<file path="config.mk">
export PLATFORM = sky130hd
export DESIGN_NAME = vga_sync_decoder
export DESIGN_NICKNAME = d
export VERILOG_FILES = /design/src/rtl/vga_sync_decoder.sv
export SDC_FILE = /design/constraint.sdc
export NUM_CORES = 1
export LEC_CHECK = 0
export CORE_ASPECT_RATIO = 1.2
export CORE_MARGIN = 3
export CORE_UTILIZATION = 50
export DETAILED_ROUTE_END_ITERATION = 6
export PLACE_DENSITY = 0.72
export SYNTH_ARGS = -nofsm -noshare
export SYNTH_HDL_FRONTEND = slang
export SYNTH_SLANG_ARGS = --single-unit
</file>
<file path="constraint.sdc">
create_clock -name clk -period 8.5 [get_ports clk]
set_input_delay 2.125 -clock clk [delete_from_list [all_inputs] [get_ports clk]]
set_output_delay 2.125 -clock clk [all_outputs]
set_load 0.01 [all_outputs]
</file>
<file path="src/rtl/vga_sync_decoder.sv">
// vga_sync_decoder: recovers pixel coordinates from a sync/valid video
// stream, measures line and frame lengths, and tracks lock against the
// expected H_TOTAL x V_TOTAL timing.
//
// Stream semantics: hsync, vsync and valid are sampled on every clock.
// There is no backpressure. A pixel is accepted on any cycle where valid is
// sampled high. Its coordinates appear on pix_x/pix_y one cycle later,
// qualified by pix_valid.
//
// fsm_state exposes the lock FSM encoding for observation:
// 0 = SEARCH, 1 = MEASURE, 2 = LOCKED.
module vga_sync_decoder #(
  parameter int unsigned H_TOTAL     = 800,
  parameter int unsigned V_TOTAL     = 525,
  parameter int unsigned LOCK_FRAMES = 2
) (
  input  logic       clk,
  input  logic       reset,
  input  logic       hsync,
  input  logic       vsync,
  input  logic       valid,
  output logic [9:0] pix_x,
  output logic [9:0] pix_y,
  output logic       pix_valid,
  output logic [9:0] line_len,
  output logic [9:0] frame_lines,
  output logic       locked,
  output logic       timing_err,
  output logic [1:0] fsm_state
);

  typedef enum logic [1:0] {
    SEARCH  = 2'd0,
    MEASURE = 2'd1,
    LOCKED  = 2'd2
  } state_e;

  localparam logic [9:0] H_EXP    = 10'(H_TOTAL);
  localparam logic [9:0] V_EXP    = 10'(V_TOTAL);
  localparam logic [9:0] WD_LIMIT = 10'(H_TOTAL + 16);
  localparam logic [7:0] LOCK_N   = 8'(LOCK_FRAMES);
  localparam logic [9:0] CNT_MAX  = 10'h3FF;

  // Registered copies of the stream inputs (used for edge detection).
  logic hs_q, vs_q, vld_q;

  // Line / frame measurement state.
  logic [9:0] h_cnt_q, h_cnt_d;
  logic [9:0] v_cnt_q, v_cnt_d;
  logic       h_seen_q, h_seen_d;
  logic       v_seen_q, v_seen_d;
  logic [9:0] line_len_q, line_len_d;
  logic [9:0] frame_lines_q, frame_lines_d;

  // Pixel coordinate state.
  logic [9:0] x_cnt_q, x_cnt_d;
  logic [9:0] y_cnt_q, y_cnt_d;
  logic       line_vid_q, line_vid_d;
  logic [9:0] pix_x_q, pix_x_d;
  logic [9:0] pix_y_q, pix_y_d;

  // Lock FSM state.
  state_e     state_q, state_d;
  logic [7:0] good_q, good_d;
  logic       line_bad_q, line_bad_d;
  logic       terr_q, terr_d;

  // Combinational helpers.
  logic       hs_rise, vs_rise;
  logic [9:0] line_meas;
  logic       line_load, frame_load;
  logic       line_mismatch, frame_mismatch, frame_good, watchdog;
  logic [7:0] good_inc;
  logic [9:0] x_base, y_base;
  logic       first_vid;

  // Edge detection: a rise is the live input high while its registered copy is low.
  always_comb begin
    hs_rise = hsync & ~hs_q;
    vs_rise = vsync & ~vs_q;
  end

  // Line and frame counters plus the measured-length registers.
  always_comb begin
    h_cnt_d       = h_cnt_q;
    v_cnt_d       = v_cnt_q;
    h_seen_d      = h_seen_q | hs_rise;
    v_seen_d      = v_seen_q | vs_rise;
    line_len_d    = line_len_q;
    frame_lines_d = frame_lines_q;

    // Measured length includes the clock of the closing hsync rise.
    line_meas  = (h_cnt_q == CNT_MAX) ? CNT_MAX : h_cnt_q + 10'd1;
    line_load  = hs_rise & h_seen_q;
    frame_load = vs_rise & v_seen_q;

    if (hs_rise) begin
      h_cnt_d = '0;
    end else if (h_cnt_q != CNT_MAX) begin
      h_cnt_d = h_cnt_q + 10'd1;
    end

    // A coincident vsync rise wins over the hsync increment.
    if (vs_rise) begin
      v_cnt_d = '0;
    end else if (hs_rise && (v_cnt_q != CNT_MAX)) begin
      v_cnt_d = v_cnt_q + 10'd1;
    end

    if (line_load) begin
      line_len_d = line_meas;
    end
    if (frame_load) begin
      frame_lines_d = v_cnt_q;
    end
  end

  // Pixel coordinates: count valid cycles per line and video lines per frame.
  always_comb begin
    x_base    = hs_rise ? 10'd0 : x_cnt_q;
    y_base    = vs_rise ? 10'd0 : y_cnt_q;
    first_vid = hs_rise | vs_rise | ~line_vid_q;

    x_cnt_d    = x_base;
    y_cnt_d    = y_base;
    line_vid_d = (hs_rise | vs_rise) ? 1'b0 : line_vid_q;
    pix_x_d    = pix_x_q;
    pix_y_d    = pix_y_q;

    if (valid) begin
      pix_x_d    = x_base;
      x_cnt_d    = x_base + 10'd1;
      line_vid_d = 1'b1;
      // The row advances only on the first valid cycle of each line.
      if (first_vid) begin
        pix_y_d = y_base;
        y_cnt_d = y_base + 10'd1;
      end
    end
  end

  // Lock FSM next-state logic and loss-of-lock pulse.
  always_comb begin
    state_d  = state_q;
    good_d   = good_q;
    terr_d   = 1'b0;
    good_inc = good_q + 8'd1;

    line_mismatch  = line_load & (line_meas != H_EXP);
    frame_mismatch = frame_load & (v_cnt_q != V_EXP);
    // A frame is good when no line in it (including one closed on this
    // very edge) mismatched, and the line count matches.
    frame_good     = ~line_bad_q & ~line_mismatch & (v_cnt_q == V_EXP);
    watchdog       = ~hs_rise & (h_cnt_d == WD_LIMIT);

    // Line-quality flag is scoped to one vsync-to-vsync frame.
    line_bad_d = vs_rise ? 1'b0 : (line_bad_q | line_mismatch);

    case (state_q)
      SEARCH: begin
        good_d = '0;
        if (vs_rise) begin
          state_d = MEASURE;
        end
      end
      MEASURE: begin
        if (vs_rise) begin
          if (frame_good) begin
            good_d = good_inc;
            if (good_inc >= LOCK_N) begin
              state_d = LOCKED;
            end
          end else begin
            good_d = '0;
          end
        end
      end
      LOCKED: begin
        if (line_mismatch || frame_mismatch || watchdog) begin
          state_d = SEARCH;
          good_d  = '0;
          terr_d  = 1'b1;
        end
      end
      default: begin
        state_d = SEARCH;
        good_d  = '0;
      end
    endcase
  end

  // State registers with synchronous active-high reset.
  always_ff @(posedge clk) begin
    if (reset) begin
      hs_q          <= 1'b0;
      vs_q          <= 1'b0;
      vld_q         <= 1'b0;
      h_cnt_q       <= '0;
      v_cnt_q       <= '0;
      h_seen_q      <= 1'b0;
      v_seen_q      <= 1'b0;
      line_len_q    <= '0;
      frame_lines_q <= '0;
      x_cnt_q       <= '0;
      y_cnt_q       <= '0;
      line_vid_q    <= 1'b0;
      pix_x_q       <= '0;
      pix_y_q       <= '0;
      state_q       <= SEARCH;
      good_q        <= '0;
      line_bad_q    <= 1'b0;
      terr_q        <= 1'b0;
    end else begin
      hs_q          <= hsync;
      vs_q          <= vsync;
      vld_q         <= valid;
      h_cnt_q       <= h_cnt_d;
      v_cnt_q       <= v_cnt_d;
      h_seen_q      <= h_seen_d;
      v_seen_q      <= v_seen_d;
      line_len_q    <= line_len_d;
      frame_lines_q <= frame_lines_d;
      x_cnt_q       <= x_cnt_d;
      y_cnt_q       <= y_cnt_d;
      line_vid_q    <= line_vid_d;
      pix_x_q       <= pix_x_d;
      pix_y_q       <= pix_y_d;
      state_q       <= state_d;
      good_q        <= good_d;
      line_bad_q    <= line_bad_d;
      terr_q        <= terr_d;
    end
  end

  // Output mapping: every output comes straight from a register.
  always_comb begin
    pix_x       = pix_x_q;
    pix_y       = pix_y_q;
    pix_valid   = vld_q;
    line_len    = line_len_q;
    frame_lines = frame_lines_q;
    locked      = (state_q == LOCKED);
    timing_err  = terr_q;
    fsm_state   = state_q;
  end

endmodule
</file>
==> results of run 1 <==
## registers in the layout (all words and copies together), names as in the netlist, 2 cells and up
register / cells
frame_lines: 10
fsm_state: 2
good_q: 8
h_cnt_q: 10
line_len: 10
pix_x: 10
pix_y: 10
v_cnt_q: 10
x_cnt_q: 10
y_cnt_q: 10
## final cells by class
class	instances	area share (%)
Clock inverter	5	0.7968
Sequential cell	98	39.04
Multi-Input combinational cell	385	43.92
Inverter	9	0.6723
Tap cell	114	2.839
Timing Repair Buffer	52	10.11
Clock buffer	11	2.615
## cell usage in the layout (no fill, tap or decap), types with 3 or more instances in the layout
cell             instances
a211oi_1                 8
a21oi_1                 41
a311oi_1                 4
a31oi_1                  7
and2_1                   5
and3_1                   9
buf_4                    3
clkbuf_8                 9
clkdlybuf4s50_1         48
clkinvlp_4               3
dfxtp_1                 98
ha_1                     8
inv_1                    9
mux2i_1                  6
nand2_1                 80
nand2b_1                11
nand3_1                 31
nand4_1                 15
nor2_1                  64
nor2b_1                  9
nor3_1                   9
nor4_1                   3
o21ai_0                 10
or3_1                    4
xnor2_1                 14
xor2_1                  14
## power by group
| group | total, W | switching (W) | internal [W] |
|---|---|---|---|
| clock | 0.000268 | 0.000160 | 0.000108 |
| sequential | 0.000471 | 0.00000504 | 0.000466 |
| combinational | 0.0000499 | 0.0000325 | 0.0000174 |
## tightest hold or removal path, stage by stage (launching register included)
cell and delay [ns]:
dfxtp_1 0.32, nand2_1 0.05, a21oi_1 0.05
## metal layers
layer	part of all wire, %	GRT usage, %
met5	0	0
met4	2.0	8.096
met3	3.1	3.357
met2	46	31.16
met1	49	24.56
## through the flow
stage | area (µm²) | total power [W] | hold WS, ns | setup WS [ns] | utilization [%]
after floorplan | 4299 | 0.0005158 | 0.4460 | 4.983 | -
after global placement | 4853 | 0.0005313 | 0.4415 | 3.757 | 58.88
after detailed placement | 4853 | 0.0005319 | 0.4436 | 3.666 | 58.88
after CTS | 5025 | 0.0007959 | 0.4599 | 4.040 | 60.96
after global routing | 5025 | 0.0008240 | 0.4885 | 3.853 | 60.96
final | 5025 | 0.0007890 | 0.4569 | 4.061 | 60.96
## logic make-up (layout without fill, tap and decap cells)
family                   count (synthesis)  after routing
flip-flops                              98             98
buffers and inverters                   34             77
adder cells (fa/ha/maj)                  8              8
XOR/XNOR                                28             28
AO/OA/AOI/OAI                           82             82
multiplexers                             7              7
AND/OR/NAND/NOR                        260            260
## worst paths after layout
path,endpoint
setup reg to reg,good_q[2]$_SDFFE_PP0P_
setup / recovery,good_q[2]$_SDFFE_PP0P_
hold reg to reg,frame_lines[4]$_SDFFE_PP0P_
hold / removal,frame_lines[4]$_SDFFE_PP0P_
==> metrics, run 1 <==
status finished clean; WP buf/inv 1; Post-Synth Simple-Gate Area between 20% and 30%; global-route wire length before repair about 15,000 µm; minimum clock period approximately 4.4 ns; leakage power total about 1.7 nW; Synth Area in Compound Gates between 10% and 20%; CP Capture Type register; clk slew on worst S/H paths 0.09 ns; cell taking the most area after synthesis dfxtp_1; clock buffer count from CTS 9; peak supply drop between 0.1 and 0.15 mV; Die Y-Extent between 100 and 150 µm; postcts setup bufs 0; clock latency on the worst-skew pair between 0.3 and 0.4 ns; io pins 50; Placer Congestion slightly below 0.9; Top cell by count, worst path and2_1; CP Class in2reg; PortBufs 49; number of routed nets with antenna violations 0; syn nets 530; PwrDens about 160 mW/mm²; Starting Density 52.16%; Seq/Total Area, Yosys 45.63%; die area between 0.009 and 0.01 mm²; Synth top area share 45.63%; CP max-delay cell nor2b_1; total negative slack 0 ns; Crit path required time ~8.7 ns; Worst Hold Depth 2; Ys Warns 0; MaxCap Viol Count 0; filler cell count between 700 and 800; DRT iter0 DRCs between 200 and 250; area of the multi-input gates about 0.0022 mm²; Yosys reg bits 98; CORE AREA about 0.0082 mm²; DR pass1 iterations 4; Ant. Diodes 0; final std cells w/o fill approximately 670; reg2reg start h_cnt_q[0]$_SDFF_PP0_; Wirelength per Cell 12.84 µm; Fmax about 0.23 GHz; Crit path arrival time roughly 4.7 ns; grt total ovfl 0; Synth Cell Area approximately 0.0043 mm²; register area 0.001962 mm²; Most used DFF post-synth dfxtp_1; routed wire length 8656 µm; Synth area leaders dfxtp_1 (46%), nand2_1 (7.0%), nor2_1 (5.6%), a21oi_1 (4.8%), nand3_1 (3.6%); Hold Path Origin frame_lines[4]$_SDFFE_PP0P_; final setup fails 0; FF-to-FF setup slack slightly above 5 ns; largest family of logic cells by synthesized area simple AND/OR/NAND/NOR gates; die boundary width between 90 and 100 µm; antenna violations before repair 0; Worst path depth 7; Post-synth top cells dfxtp_1 (98), nand2_1 (80), nor2_1 (64); DR vias between 3,000 and 4,000; adder-cell area share of the yosys netlist roughly 2.3%; DR vias/cell 5.409; all-layer global routing usage between 10% and 20%; Final Hold Vio Count 0; post-cts sizing count 0; worst setup path startpoint vsync; HP Class reg2reg; crit path cell chain clkdlybuf4s50_1 > nor2b_1 > and2_1 > nand2b_1 > and2_1 > a31oi_4 > a311oi_1; synthesis-to-finish area growth 16.88%; CP max stage delay around 0.74 ns; share of cells above drive strength 1 4.464%; RSZ-0062 raised after global routing false; Async S/R FF share, synth 0%; drc violations 0; vias in the first global route ~3,400; post-synthesis cell count approximately 520; Rows 36; most common cell in the netlist dfxtp_1; Final nets between 500 and 600; maximum fanout along the worst path 14; Post-DP HPWL about 6000 µm; post-synthesis mux area share around 1.7%; Slew headroom 28.91%; Setup Skew approximately 0.0099 ns; clk buf depth 2; family with the most delay on the worst path simple AND/OR/NAND/NOR gates; worst slew pin tran roughly 1.1 ns; CTS tree yes; clock root cell clkbuf_8; R2R depth 10; Synth Area in XOR/XNOR 5.704%; Placed Cells 658; Tcrit/Tclk final a little over half; htree depth 3; Yosys cell types 50; TritonCTS Sinks 98; largest net degree at the start of global routing between 70 and 80; CP Launch Type primary input; Post-synth EDFFs 0; cts hold-fix bufs 0; Syn Area/Cell roughly 8.3 µm²; Pins Over Slew Limit 0
(Power assumes the default switching activity.)
==> run 2: changes to the inputs <==
==> constraint.sdc (replaced) <==
create_clock -name clk -period 4.3 [get_ports clk]
set_input_delay 1.075 -clock clk [delete_from_list [all_inputs] [get_ports clk]]
set_output_delay 1.075 -clock clk [all_outputs]
set_load 0.01 [all_outputs]
==> metrics, run 2 (synthesis results as in run 1) <==
routed wire length 9183 µm (was 8656 µm); die area 0.009751 mm² (unchanged); postcts setup bufs 0 (unchanged); DRT iter0 DRCs 216 (was 205); Final nets 574 (was 568); clock latency on the worst-skew pair 0.36 ns (about the same); Setup Skew 0.007734 ns (was 0.009863 ns); Starting Density 52.16% (unchanged); R2R depth 12 (was 10); worst slew pin tran 1.119 ns (was 1.055 ns); share of cells above drive strength 1 5.664% (was 4.464%); vias in the first global route 3,630 (was 3,414); synthesis-to-finish area growth 18.10% (was 16.88%); final setup fails 0 (unchanged); CP Launch Type register (was primary input); cts hold-fix bufs 0 (unchanged); area of the multi-input gates 0.002207 mm² (unchanged); commonest non-fill, non-tap cell in the layout dfxtp_1 (unchanged); peak supply drop 0.1614 mV (was 0.1091 mV); Final Hold Vio Count 0 (unchanged); antenna violations before repair 0 (unchanged); minimum clock period approximately 3.3 ns; Die Y-Extent 107.6 µm (unchanged); die boundary width 90.65 µm (unchanged); largest net degree at the start of global routing 44 (was 72); total negative slack 0 ns (unchanged); MaxCap Viol Count 0 (unchanged); Fmax roughly 0.3 GHz; Rows 36 (unchanged); all-layer global routing usage 19.87% (was 18.98%); post-cts sizing count 0 (unchanged); design area 0.005077 mm² (was 0.005025 mm²); Crit path arrival time 3.57 ns (was 4.65 ns); Wirelength per Cell 13.52 µm (was 12.84 µm); number of routed nets with antenna violations 0 (unchanged); RSZ-0062 raised after global routing false (unchanged); PortBufs 49 (unchanged); HP Class reg2reg (unchanged); grt total ovfl 0 (unchanged); Crit path required time 4.57 ns (was 8.71 ns); DR vias 3,708 (was 3,646); maximum fanout along the worst path 13 (was 14); CP Class reg2reg (was in2reg); most frequent cells in the layout dfxtp_1 (98), nand2_1 (80), nor2_1 (64) (unchanged); placed inst area 0.004898 mm² (was 0.004853 mm²); worst setup path endpoint good_q[5]$_SDFFE_PP0P_ (was good_q[2]$_SDFFE_PP0P_); io pins 50 (unchanged); RR Endpoint good_q[5]$_SDFFE_PP0P_ (was good_q[2]$_SDFFE_PP0P_); Post-DP HPWL 6430 µm (was 5841 µm); CP Capture Type register (unchanged); Ant. Diodes 0 (unchanged); clock root cell clkbuf_8 (unchanged); clk slew on worst S/H paths 0.08 ns (was 0.09 ns); reg2reg start h_cnt_q[0]$_SDFF_PP0_ (unchanged); DR vias/cell 5.461 (was 5.409); status finished clean (unchanged); Slew headroom 24.58% (was 28.91%); filler cell count 752 (was 750); leakage power total 1.746 nW (was 1.708 nW); Tcrit/Tclk final 76.62%; Placer Congestion 0.8638 (was 0.8724); DR pass1 iterations 5 (was 4); clock buffer count from CTS 9 (unchanged); FF-to-FF setup slack 1.01 ns (was 5.12 ns); worst setup path startpoint h_cnt_q[0]$_SDFF_PP0_ (was vsync); CTS tree yes (unchanged); TritonCTS Sinks 98 (unchanged); clk buf depth 2 (unchanged); PwrDens 310.0 mW/mm² (was 157.0 mW/mm²); register area 0.001962 mm² (unchanged); drc violations 0 (unchanged); global-route wire length before repair 16,150 µm (was 15,440 µm); CORE AREA 0.008243 mm² (unchanged); Pins Over Slew Limit 0 (unchanged); htree depth 3 (unchanged)
[run 2: changes by cell type in the layout (fill, tap and decap cells not counted)]
cell,change
buf_4,+6
clkbuf_1,-2
clkinv_4,-1
inv_6,-1
clkinv_2,+1
clkbuf_8,+2
[run 2: routing by layer]
layer	wire length, µm	GRT usage [%]	share of wire [%]	vias up
met5	0	0	0	-
met4	165	8.753	1.8	0
met3	303	2.448	3.3	16
met2	4268	33.39	46	75
met1	4446	25.66	48	1744
li1	-	-	-	1873
[run 2: worst min path at each step]
stage,startpoint,endpoint,depth (start not counted)
3_3_place_gp,pix_y[9]$_SDFFE_PP0P_,pix_y[9]$_SDFFE_PP0P_,2
4_1_cts,frame_lines[2]$_SDFFE_PP0P_,frame_lines[2]$_SDFFE_PP0P_,2
6_report,pix_y[9]$_SDFFE_PP0P_,pix_y[9]$_SDFFE_PP0P_,2
3_5_place_dp,pix_y[9]$_SDFFE_PP0P_,pix_y[9]$_SDFFE_PP0P_,2
2_1_floorplan,line_bad_q$_SDFF_PP0_,line_bad_q$_SDFF_PP0_,2
5_1_grt,pix_y[5]$_SDFFE_PP0P_,pix_y[5]$_SDFFE_PP0P_,2
[run 2: area by class of cell]
type,instances,share of cell area [%]
well taps,114,2.809
repair buffers,58,10.89
multi-input cells,385,43.47
inverters,9,0.6654
flip-flops and latches,98,38.64
clock buffers,11,2.982
clock inverters,4,0.5421
[run 2: report_power, final]
group          switching, W  total (W)  internal (W)  leakage, nW
Clock              0.000303   0.000541      0.000237       0.0834
Sequential        0.0000103   0.000931      0.000921        0.793
Combinational     0.0000652   0.000102     0.0000370        0.869
[run 2: worst max-delay path, stage by stage (launching register included)]
cell and delay (ns):
dfxtp_1 0.35, ha_1 0.26, nand2_1 0.21, nor3_1 0.09, buf_4 0.17, inv_1 0.05, ha_1 0.21, nand4b_1 0.11
nor2_1 0.10, a211oi_1 0.09, o41ai_2 1.04, o21ai_0 0.21, a311oi_1 0.31
[run 2: through the flow]
stage          util (%)  power (W)  setup slack, ns  hold WS, ns  std cells
4_1_cts           61.60   0.001590            1.037       0.4590        679
2_1_floorplan         -   0.001020            1.465       0.4460        517
6_report          61.60   0.001574            1.005       0.4532        679
3_5_place_dp      59.43   0.001055           0.8981       0.4474        664
3_3_place_gp      59.43   0.001052            1.008       0.4423        664
5_1_grt           61.60   0.001641           0.6480       0.4855        679
